## src/rtl/pipe_controller.sv

```systemverilog
// Pipelined RV32I control unit: decodes in D and carries control through the D/E, E/M and M/W registers.
// Branches and jumps are resolved in E from the ALU flags.
module pipe_controller #(
  parameter int unsigned ALUCTRL_W       = 5,
  parameter bit          EN_MEXT         = 1'b1,
  parameter bit          EN_ILLEGAL_TRAP = 1'b1
) (
  input  logic                 clk,
  input  logic                 n_rst,
  input  logic [6:0]           opcode,
  input  logic [2:0]           funct3,
  input  logic [6:0]           funct7,
  input  logic                 StallE,
  input  logic                 FlushE,
  input  logic                 N_flag,
  input  logic                 Z_flag,
  input  logic                 C_flag,
  input  logic                 V_flag,
  output logic [2:0]           ImmSrcD,
  output logic                 IllegalD,
  output logic [ALUCTRL_W-1:0] ALUControlE,
  output logic [1:0]           ALUSrcAE,
  output logic                 ALUSrcBE,
  output logic [1:0]           PCSrcE,
  output logic                 ResultSrcE0,
  output logic                 MemWriteM,
  output logic                 RegWriteM,
  output logic [1:0]           ResultSrcW,
  output logic                 RegWriteW
);

  localparam logic [6:0] OP_LOAD   = 7'b0000011;
  localparam logic [6:0] OP_STORE  = 7'b0100011;
  localparam logic [6:0] OP_R      = 7'b0110011;
  localparam logic [6:0] OP_I      = 7'b0010011;
  localparam logic [6:0] OP_BRANCH = 7'b1100011;
  localparam logic [6:0] OP_JAL    = 7'b1101111;
  localparam logic [6:0] OP_JALR   = 7'b1100111;
  localparam logic [6:0] OP_LUI    = 7'b0110111;
  localparam logic [6:0] OP_AUIPC  = 7'b0010111;

  localparam logic [6:0] F7_BASE = 7'b0000000;
  localparam logic [6:0] F7_ALT  = 7'b0100000;
  localparam logic [6:0] F7_MEXT = 7'b0000001;

  localparam int unsigned DE_W = ALUCTRL_W + 13;
  localparam int unsigned EM_W = 4;
  localparam int unsigned MW_W = 3;

  // Base ALU operation shared by the R and I forms.
  function automatic logic [4:0] alu_of_funct3(input logic [2:0] f3);
    case (f3)
      3'b000:  return 5'd0;
      3'b001:  return 5'd7;
      3'b010:  return 5'd5;
      3'b011:  return 5'd6;
      3'b100:  return 5'd4;
      3'b101:  return 5'd8;
      3'b110:  return 5'd3;
      default: return 5'd2;
    endcase
  endfunction

  logic                 dec_reg_write, dec_mem_write, dec_jump, dec_jump_reg, dec_branch;
  logic                 dec_alu_src_b;
  logic [1:0]           dec_result_src, dec_alu_src_a;
  logic [4:0]           dec_alu_ctrl;
  logic [ALUCTRL_W-1:0] dec_alu_ctrl_w;
  logic                 kill_d;

  always_comb begin
    dec_reg_write  = 1'b0;
    dec_mem_write  = 1'b0;
    dec_jump       = 1'b0;
    dec_jump_reg   = 1'b0;
    dec_branch     = 1'b0;
    dec_alu_src_b  = 1'b0;
    dec_result_src = 2'b00;
    dec_alu_src_a  = 2'b00;
    dec_alu_ctrl   = 5'd0;
    ImmSrcD        = 3'b000;
    IllegalD       = 1'b0;
    case (opcode)
      OP_LOAD: begin
        dec_reg_write  = 1'b1;
        dec_alu_src_b  = 1'b1;
        dec_result_src = 2'b01;
        IllegalD       = (funct3 != 3'b010);
      end
      OP_STORE: begin
        ImmSrcD       = 3'b001;
        dec_mem_write = 1'b1;
        dec_alu_src_b = 1'b1;
        IllegalD      = (funct3 != 3'b010);
      end
      OP_R: begin
        dec_reg_write = 1'b1;
        if (funct7 == F7_BASE)                         dec_alu_ctrl = alu_of_funct3(funct3);
        else if (funct7 == F7_ALT && funct3 == 3'b000) dec_alu_ctrl = 5'd1;
        else if (funct7 == F7_ALT && funct3 == 3'b101) dec_alu_ctrl = 5'd9;
        else if (funct7 == F7_MEXT && EN_MEXT)         dec_alu_ctrl = {2'b10, funct3};
        else                                           IllegalD     = 1'b1;
      end
      OP_I: begin
        dec_reg_write = 1'b1;
        dec_alu_src_b = 1'b1;
        dec_alu_ctrl  = alu_of_funct3(funct3);
        // Only the shift immediates constrain funct7.
        if (funct3 == 3'b001) begin
          IllegalD = (funct7 != F7_BASE);
        end else if (funct3 == 3'b101) begin
          if (funct7 == F7_ALT) dec_alu_ctrl = 5'd9;
          else                  IllegalD     = (funct7 != F7_BASE);
        end
      end
      OP_BRANCH: begin
        ImmSrcD      = 3'b010;
        dec_branch   = 1'b1;
        dec_alu_ctrl = 5'd1;
        IllegalD     = (funct3 == 3'b010) || (funct3 == 3'b011);
      end
      OP_JAL: begin
        ImmSrcD        = 3'b100;
        dec_jump       = 1'b1;
        dec_reg_write  = 1'b1;
        dec_result_src = 2'b10;
      end
      OP_JALR: begin
        dec_jump       = 1'b1;
        dec_jump_reg   = 1'b1;
        dec_alu_src_b  = 1'b1;
        dec_reg_write  = 1'b1;
        dec_result_src = 2'b10;
        IllegalD       = (funct3 != 3'b000);
      end
      OP_LUI: begin
        ImmSrcD        = 3'b011;
        dec_reg_write  = 1'b1;
        dec_result_src = 2'b11;
      end
      OP_AUIPC: begin
        ImmSrcD       = 3'b011;
        dec_alu_src_a = 2'b01;
        dec_alu_src_b = 1'b1;
        dec_reg_write = 1'b1;
      end
      default: IllegalD = 1'b1;
    endcase
  end

  assign dec_alu_ctrl_w = ALUCTRL_W'(dec_alu_ctrl);
  assign kill_d         = EN_ILLEGAL_TRAP && IllegalD;

  logic [DE_W-1:0] de_d, de_q;
  logic [EM_W-1:0] em_d, em_q;
  logic [MW_W-1:0] mw_d, mw_q;

  logic       reg_write_e, mem_write_e, jump_e, jump_reg_e, branch_e;
  logic [1:0] result_src_e, result_src_m;
  logic [2:0] funct3_e;
  logic       cond_e, btaken_e;

  assign {reg_write_e, result_src_e, mem_write_e, jump_e, jump_reg_e, branch_e,
          ALUControlE, ALUSrcAE, ALUSrcBE, funct3_e} = de_q;
  assign {RegWriteM, MemWriteM, result_src_m} = em_q;
  assign {RegWriteW, ResultSrcW}              = mw_q;
  assign ResultSrcE0                          = result_src_e[0];

  // Pipeline next-state: flush beats stall; illegal instructions enter as bubbles.
  always_comb begin
    de_d = de_q;
    if (FlushE) begin
      de_d = '0;
    end else if (!StallE) begin
      de_d = kill_d ? '0 : {dec_reg_write, dec_result_src, dec_mem_write, dec_jump, dec_jump_reg,
                            dec_branch, dec_alu_ctrl_w, dec_alu_src_a, dec_alu_src_b, funct3};
    end
    em_d = {reg_write_e, mem_write_e, result_src_e};
    mw_d = {RegWriteM, result_src_m};
  end

  always_ff @(posedge clk) begin
    if (n_rst) begin
      de_q <= '0;
      em_q <= '0;
      mw_q <= '0;
    end else begin
      de_q <= de_d;
      em_q <= em_d;
      mw_q <= mw_d;
    end
  end

  // Branch condition from the rs1-rs2 flags; C=1 means no borrow.
  always_comb begin
    cond_e = 1'b0;
    case (funct3_e)
      3'b000:  cond_e = Z_flag;
      3'b001:  cond_e = !Z_flag;
      3'b100:  cond_e = N_flag ^ V_flag;
      3'b101:  cond_e = !(N_flag ^ V_flag);
      3'b110:  cond_e = !C_flag;
      3'b111:  cond_e = C_flag;
      default: cond_e = 1'b0;
    endcase
  end

  assign btaken_e = branch_e & cond_e;

  always_comb begin
    PCSrcE = 2'b00;
    if (jump_reg_e)                PCSrcE = 2'b10;
    else if (jump_e || btaken_e)   PCSrcE = 2'b01;
  end

endmodule

```

## config.mk

```make
export PLATFORM = sky130hd
export DESIGN_NAME = pipe_controller
export DESIGN_NICKNAME = d
export VERILOG_FILES = /design/src/rtl/pipe_controller.sv
export SDC_FILE = /design/constraint.sdc
export NUM_CORES = 1
export LEC_CHECK = 0
export ABC_AREA = 1
export BUFFER_PORTS_ARGS = -buffer_cell sky130_fd_sc_hd__buf_2
export CORE_MARGIN = 4
export CORE_UTILIZATION = 53
export CTS_CLUSTER_SIZE = 16
export DETAILED_ROUTE_END_ITERATION = 8
export HOLD_SLACK_MARGIN = 0.03
export PLACE_DENSITY = 0.81
export SLEW_MARGIN = 10
export SYNTH_ARGS = -nofsm -noshare
export SYNTH_HDL_FRONTEND = slang
export SYNTH_SLANG_ARGS = --single-unit
```

## constraint.sdc

```tcl
create_clock -name clk -period 2.39 [get_ports clk]
set_clock_uncertainty 0.2 [all_clocks]
set_input_delay 0.239 -clock clk [delete_from_list [all_inputs] [get_ports clk]]
set_output_delay 0.239 -clock clk [all_outputs]
set_load 0.01 [all_outputs]
```

==> results of run 1 <==
## cells in the mapped netlist
library cell  number
nor2_1            44
o21ai_0            4
nand3_1           20
xor2_1             2
a21oi_1           21
dfxtp_1           24
nand2_2            6
nor3_1             2
buf_6              3
inv_1             28
clkbuf_1           5
nor2_2             3
a21oi_4            1
nor2_4             4
nand2_1           62
inv_2              7
buf_4              8
and2_1             1
nand3_2            2
nor3_2             1
nand4_1           13
clkinv_1           1
conb_1             1
nand2_4            1
## cell families (layout without fill, tap and decap cells)
logic type      count (synthesis)  after routing
flops                          24             24
other cells                     1              1
simple gates                  159            159
xor+xnor                        2              2
buf+inv                        52             86
compound gates                 26             26
## flip-flops by register name, indices dropped and copies added (netlist names)
register / count
mw_q: 3
de_q: 17
em_q: 4
## metal layers
metal	global-route usage, %	up-vias
met5	0	-
met1	23.6	690
met2	26.2	37
met3	4.97	4
met4	2.43	0
li1	-	887
## power groups by stage
stage	registers [mW]	logic, mW	clock network, mW
2_1_floorplan	0.412	0.0691	0
3_3_place_gp	0.412	0.103	0
3_5_place_dp	0.412	0.104	0
4_1_cts	0.403	0.107	0.217
5_1_grt	0.403	0.122	0.239
6_report	0.403	0.107	0.207
## worst paths after layout
check | start | end | cells after the start
worst min-delay path | opcode[6] | de_q[4]$_SDFFE_PP0N_ | 4
worst max register to register | de_q[0]$_SDFFE_PP0N_ | de_q[0]$_SDFFE_PP0N_ | 2
worst max-delay path | de_q[1]$_SDFFE_PP0N_ | PCSrcE[0] | 9
worst min register to register | em_q[0]$_SDFF_PP0_ | mw_q[0]$_SDFF_PP0_ | 2
## tightest hold or removal path: stages
cell and delay, ns:
buf_2 0.14, nor3_2 0.08, nand3_1 0.07, a21oi_1 0.06
## placed cells by master (no fill, tap or decap), types with 6 or more instances in the layout
cell and n:
a21oi_1 21, buf_2 43, dfxtp_1 24, inv_1 28, inv_2 7, nand2_1 62, nand2_2 6, nand3_1 20
nand4_1 13, nor2_1 44
## through the flow
step	utilization, %	instances	hold WS, ns	power (mW)
after floorplan	-	264	0.188	0.481
after CTS	64.3	329	0.0987	0.727
after detailed placement	62.3	323	0.193	0.516
after global placement	62.3	323	0.194	0.515
after global routing	64.3	329	0.128	0.764
final	64.3	329	0.109	0.716
## area by class of cell
type,instances,area share [%]
multi-input cells,188,49.1
inverters,36,7.37
clock buffers,4,1.98
repair buffers,46,13.2
well taps,31,2.11
flip-flops and latches,24,26.2
## what timing repair did
item / CTS / global route
hold buffers: 2 / 0
hold endpoints to repair: 9 / 0
setup endpoints to repair: 0 / 0
==> metrics.txt, run 1 <==
DRC 0; Final Hold Violating Endpoints 0; max-cap viol count 0; Max clock buf depth 2; vias per inst 4.92; GRT overflow 0; switching power 0.184 mW; R2R setup slack 1.52 ns; register area share after synthesis 29.5%; DRT antenna net count 0; setup TNS 0 ns; antenna violations before repair 0; M1 WL 1.59 mm; status completed; met3 WL 183 µm; layout cells sized above 1 24.5%; adder-cell area share of the yosys netlist 0%; CP Data Arrival Time 1.53 ns; post-layout min period 1.97 ns; Root Driver clkbuf_4; # diodes 0; register bit total from synthesis 24; Final WS setup 0.418 ns; Setup Buffers After CTS 0; kind of critical path reg -> out; Layout Nets 324; via count 1,618; Cell Area, Synth 0.00163 mm²; CP delay by family, top flip-flops; maximum VDD drop 310 µV; largest net degree at the start of global routing 27; first-pass GRT wire length 5.73 mm; Worst-Skew Late Latency 0.31 ns; sequential cell area 480 µm²; sw frac 25.7%; f_max 0.507 GHz; Max Used Layer met4; P_int 0.532 mW; main combinational cell family by area after synthesis simple AND/OR/NAND/NOR gates; crit-path cells inv_1, nor2_1, inv_1, nand2_1, nor2_1, o21ai_0, a21oi_1, nor2_1, buf_2; post-synth cell types 24; total routed wirelength 3.25 mm; Area Overhead vs Synth 12.6%; CTS tree yes; Row Count 19; io pins 45; Routability Congestion 0.874; die height 63.4 µm; sequential share of power 56.2%; Initial Utilization 57.1%; filler cell count 285; cell count after synthesis 264; RSZ-0062 raised after global routing false; Worst-path clk slew 0.12 ns; post-detail-place hpwl 2.60 mm; Clock Power Share 28.8%; post-DR wirelength/cell 9.87 µm; CTS sink count 24; die width 63.4 µm; post-route cell area 0.00183 mm²; Multi-input gate area 901 µm²; post_cts resized 0; I/O Buffers 43; Synth Area in XOR/XNOR 1.08%; crit start category register; TritonCTS buffer count 3; dpl ws 0.487 ns; Synthesized Nets 289; Syn Area/Cell 6.17 µm²; TritonRoute pass-1 iters 4; vias in the first global route 1,334; crit-path max cell delay 0.37 ns; Static Leakage 0.913 nW; Synth area leaders dfxtp_1 29%, nand2_1 14%, nor2_1 10%, a21oi_1 6.5%, inv_1 6.5%; Yosys top cell area share 29.5%; Comb pwr share 14.9%; compound-cell area share of the yosys netlist 8.68%; area leader, netlist dfxtp_1; Worst setup EP type primary output; H-tree levels 1; Critical path buffers and inverters 3; Die Area 0.00402 mm²; Top cell by count, worst path nor2_1; met2 WL post-DR 1.46 mm; initial drt markers 64; Ys Warns 0; Hold Path Class in -> reg; critical path's slowest cell dfxtp_1; WP data required 1.95 ns; crit share post-route 82.5%; Synth Area in Simple Gates 45.3%; Core Region 0.00285 mm²; Post-DP Area 0.00178 mm²; gr usage total 16.9%; worst-path maximum fanout 3; Power per Cell Area 390 mW/mm²; Slew Viols, Final 0; mux share of post-synthesis cell area 0%; Final setup violation count 0
Power figures use the tool's default switching activity.
==> run 2: changes to the inputs <==
Settings changed: CORE_UTILIZATION 53 to 52, PLACE_DENSITY 0.81 to 0.79.
Clock period 2.39 ns to 1.87 ns, I/O delays scaled along.
==> run 2 against run 1 <==
Net effect:
- critical path depth grew 1
- clock power grew 26%
- die area grew 1.7%
- flip-flop and latch count is the same
- largest power group unchanged
==> metrics.txt, run 2 (same netlist as run 1, synthesis figures left out) <==
Slew Viols, Final 0; Static Leakage 0.935 nW; met2 Track Usage GR 28.0%; RSZ-0062 raised after global routing true; largest registers de_q (17), em_q (4), mw_q (3); CTS tree yes; post-route cell area 0.00190 mm²; Area Overhead vs Synth 16.9%; Power per Cell Area 483 mW/mm²; setup TNS 0 ns; antenna violations before repair 0; gr usage total 17.3%; max reg flops 17; GRT overflow 0; via count 1,654; Worst-path clk slew 0.12 ns; CTS sink count 24; crit-path cells inv_2, nor2_1, inv_1, nand2_2, nand2_1, nand2_1, o21ai_2, a21oi_2, nor2_1, buf_2; P_int 0.684 mW; DRC 0; total routed wirelength 3.37 mm; kind of critical path reg -> out; Layout Nets 328; Post-DP Area 0.00182 mm²; f_max 0.552 GHz; Comb pwr share 15.7%; TritonRoute pass-1 iters 4; Final setup violation count 0; hold slack final 0.0809 ns; max-cap viol count 0; first-pass GRT wire length 5.85 mm; Critical path buffers and inverters 3; die height 64.0 µm; crit start category register; Worst setup EP type primary output; Biggest register de_q; layout cells sized above 1 27.8%; switching power 0.236 mW; Hold Path Class in -> reg; WP data required 1.48 ns; critical path's slowest cell dfxtp_2; # diodes 0; CP delay by family, top flip-flops; Core Region 0.00303 mm²; status completed; post-detail-place hpwl 2.72 mm; met1 Usage GRT 23.1%; Total Power 0.920 mW; Row Count 20; maximum VDD drop 410 µV; DRT antenna net count 0; commonest cells after routing, fill and taps aside 60 x nand2_1, 43 x nor2_1, 43 x buf_2, 27 x inv_1, 23 x dfxtp_1; sequential share of power 56.0%; vias in the first global route 1,418; crit share post-route 96.9%; Setup Buffers After CTS 0; crit-path max cell delay 0.37 ns; grt met3 use 4.57%; Final Hold Violating Endpoints 0; Clock Power Share 28.3%; I/O Buffers 43; R2R setup slack 1.00 ns; Max clock buf depth 2; post-DR wirelength/cell 9.75 µm; sw frac 25.6%; Routability Congestion 0.858; Worst-Skew Late Latency 0.30 ns; io pins 45; initial drt markers 56; Initial Utilization 53.8%; worst-path maximum fanout 3; TritonCTS buffer count 3; leading cell type in the layout, fill and taps excluded nand2_1; GRT busiest layer met2; Root Driver clkbuf_4; largest net degree at the start of global routing 19; Die Area 0.00409 mm²; die width 64.0 µm; H-tree levels 1; post-layout min period 1.81 ns; vias per inst 4.78; CP Data Arrival Time 1.42 ns
==> run 2: final timing paths <==
| kind | start | endpoint | cells after the start |
|---|---|---|---|
| worst max-delay path | de_q[1]$_SDFFE_PP0N_ | PCSrcE[0] | 10 |
| worst min-delay path | StallE | de_q[4]$_SDFFE_PP0N_ | 3 |
| worst max register to register | de_q[12]$_SDFFE_PP0N_ | de_q[12]$_SDFFE_PP0N_ | 2 |
| worst min register to register | em_q[0]$_SDFF_PP0_ | mw_q[0]$_SDFF_PP0_ | 2 |
==> run 2: layout make-up <==
| type | instances | area, µm² |
|---|---|---|
| Fill cell | 331 | 1120 |
| Inverter | 36 | 135 |
| Sequential cell | 24 | 482 |
| Clock buffer | 4 | 36.3 |
| Tap cell | 44 | 55.1 |
| Multi-Input combinational cell | 188 | 923 |
| Timing Repair Buffer | 50 | 273 |
==> run 2: through the flow <==
| step | setup slack [ns] | instances | util [%] |
|---|---|---|---|
| after floorplan | 0.402 | 264 | - |
| after global placement | 0.0858 | 340 | 60.2 |
| after detailed placement | 0.0750 | 340 | 60.2 |
| after CTS | 0.00703 | 346 | 62.1 |
| after global routing | -0.0872 | 346 | 62.9 |
| final | 0.0588 | 346 | 62.9 |
==> run 2: routing by layer <==
layer / vias to the layer above / wire, µm / share of wire, %
li1: 905 / - / -
met1: 714 / 1610 / 48
met2: 33 / 1540 / 46
met3: 2 / 208 / 6.2
met4: 0 / 13 / 0.39
met5: - / 0 / 0
==> run 2: tightest hold or removal path, delay by kind of cell <==
kind,cells,cell delay (ns)
AO/OA/AOI/OAI,1,0.05
AND/OR/NAND/NOR,1,0.10
buffers and inverters,1,0.21
==> run 2: power groups by stage <==
stage,Combinational [mW],Clock (mW),Sequential [mW]
after floorplan,0.0884,0,0.526
after global placement,0.135,0,0.526
after detailed placement,0.137,0,0.526
after CTS,0.141,0.271,0.515
after global routing,0.163,0.305,0.516
final,0.145,0.260,0.515
==> run 2: timing repair <==
| action | 4_1_cts | 5_1_grt |
|---|---|---|
| pin swaps | 0 | 4 |
| endpoints found under the setup margin | 1 | 2 |
| endpoints found under the hold margin | 9 | 0 |
| hold buffers | 2 | 0 |
| resized for setup | 1 | 8 |
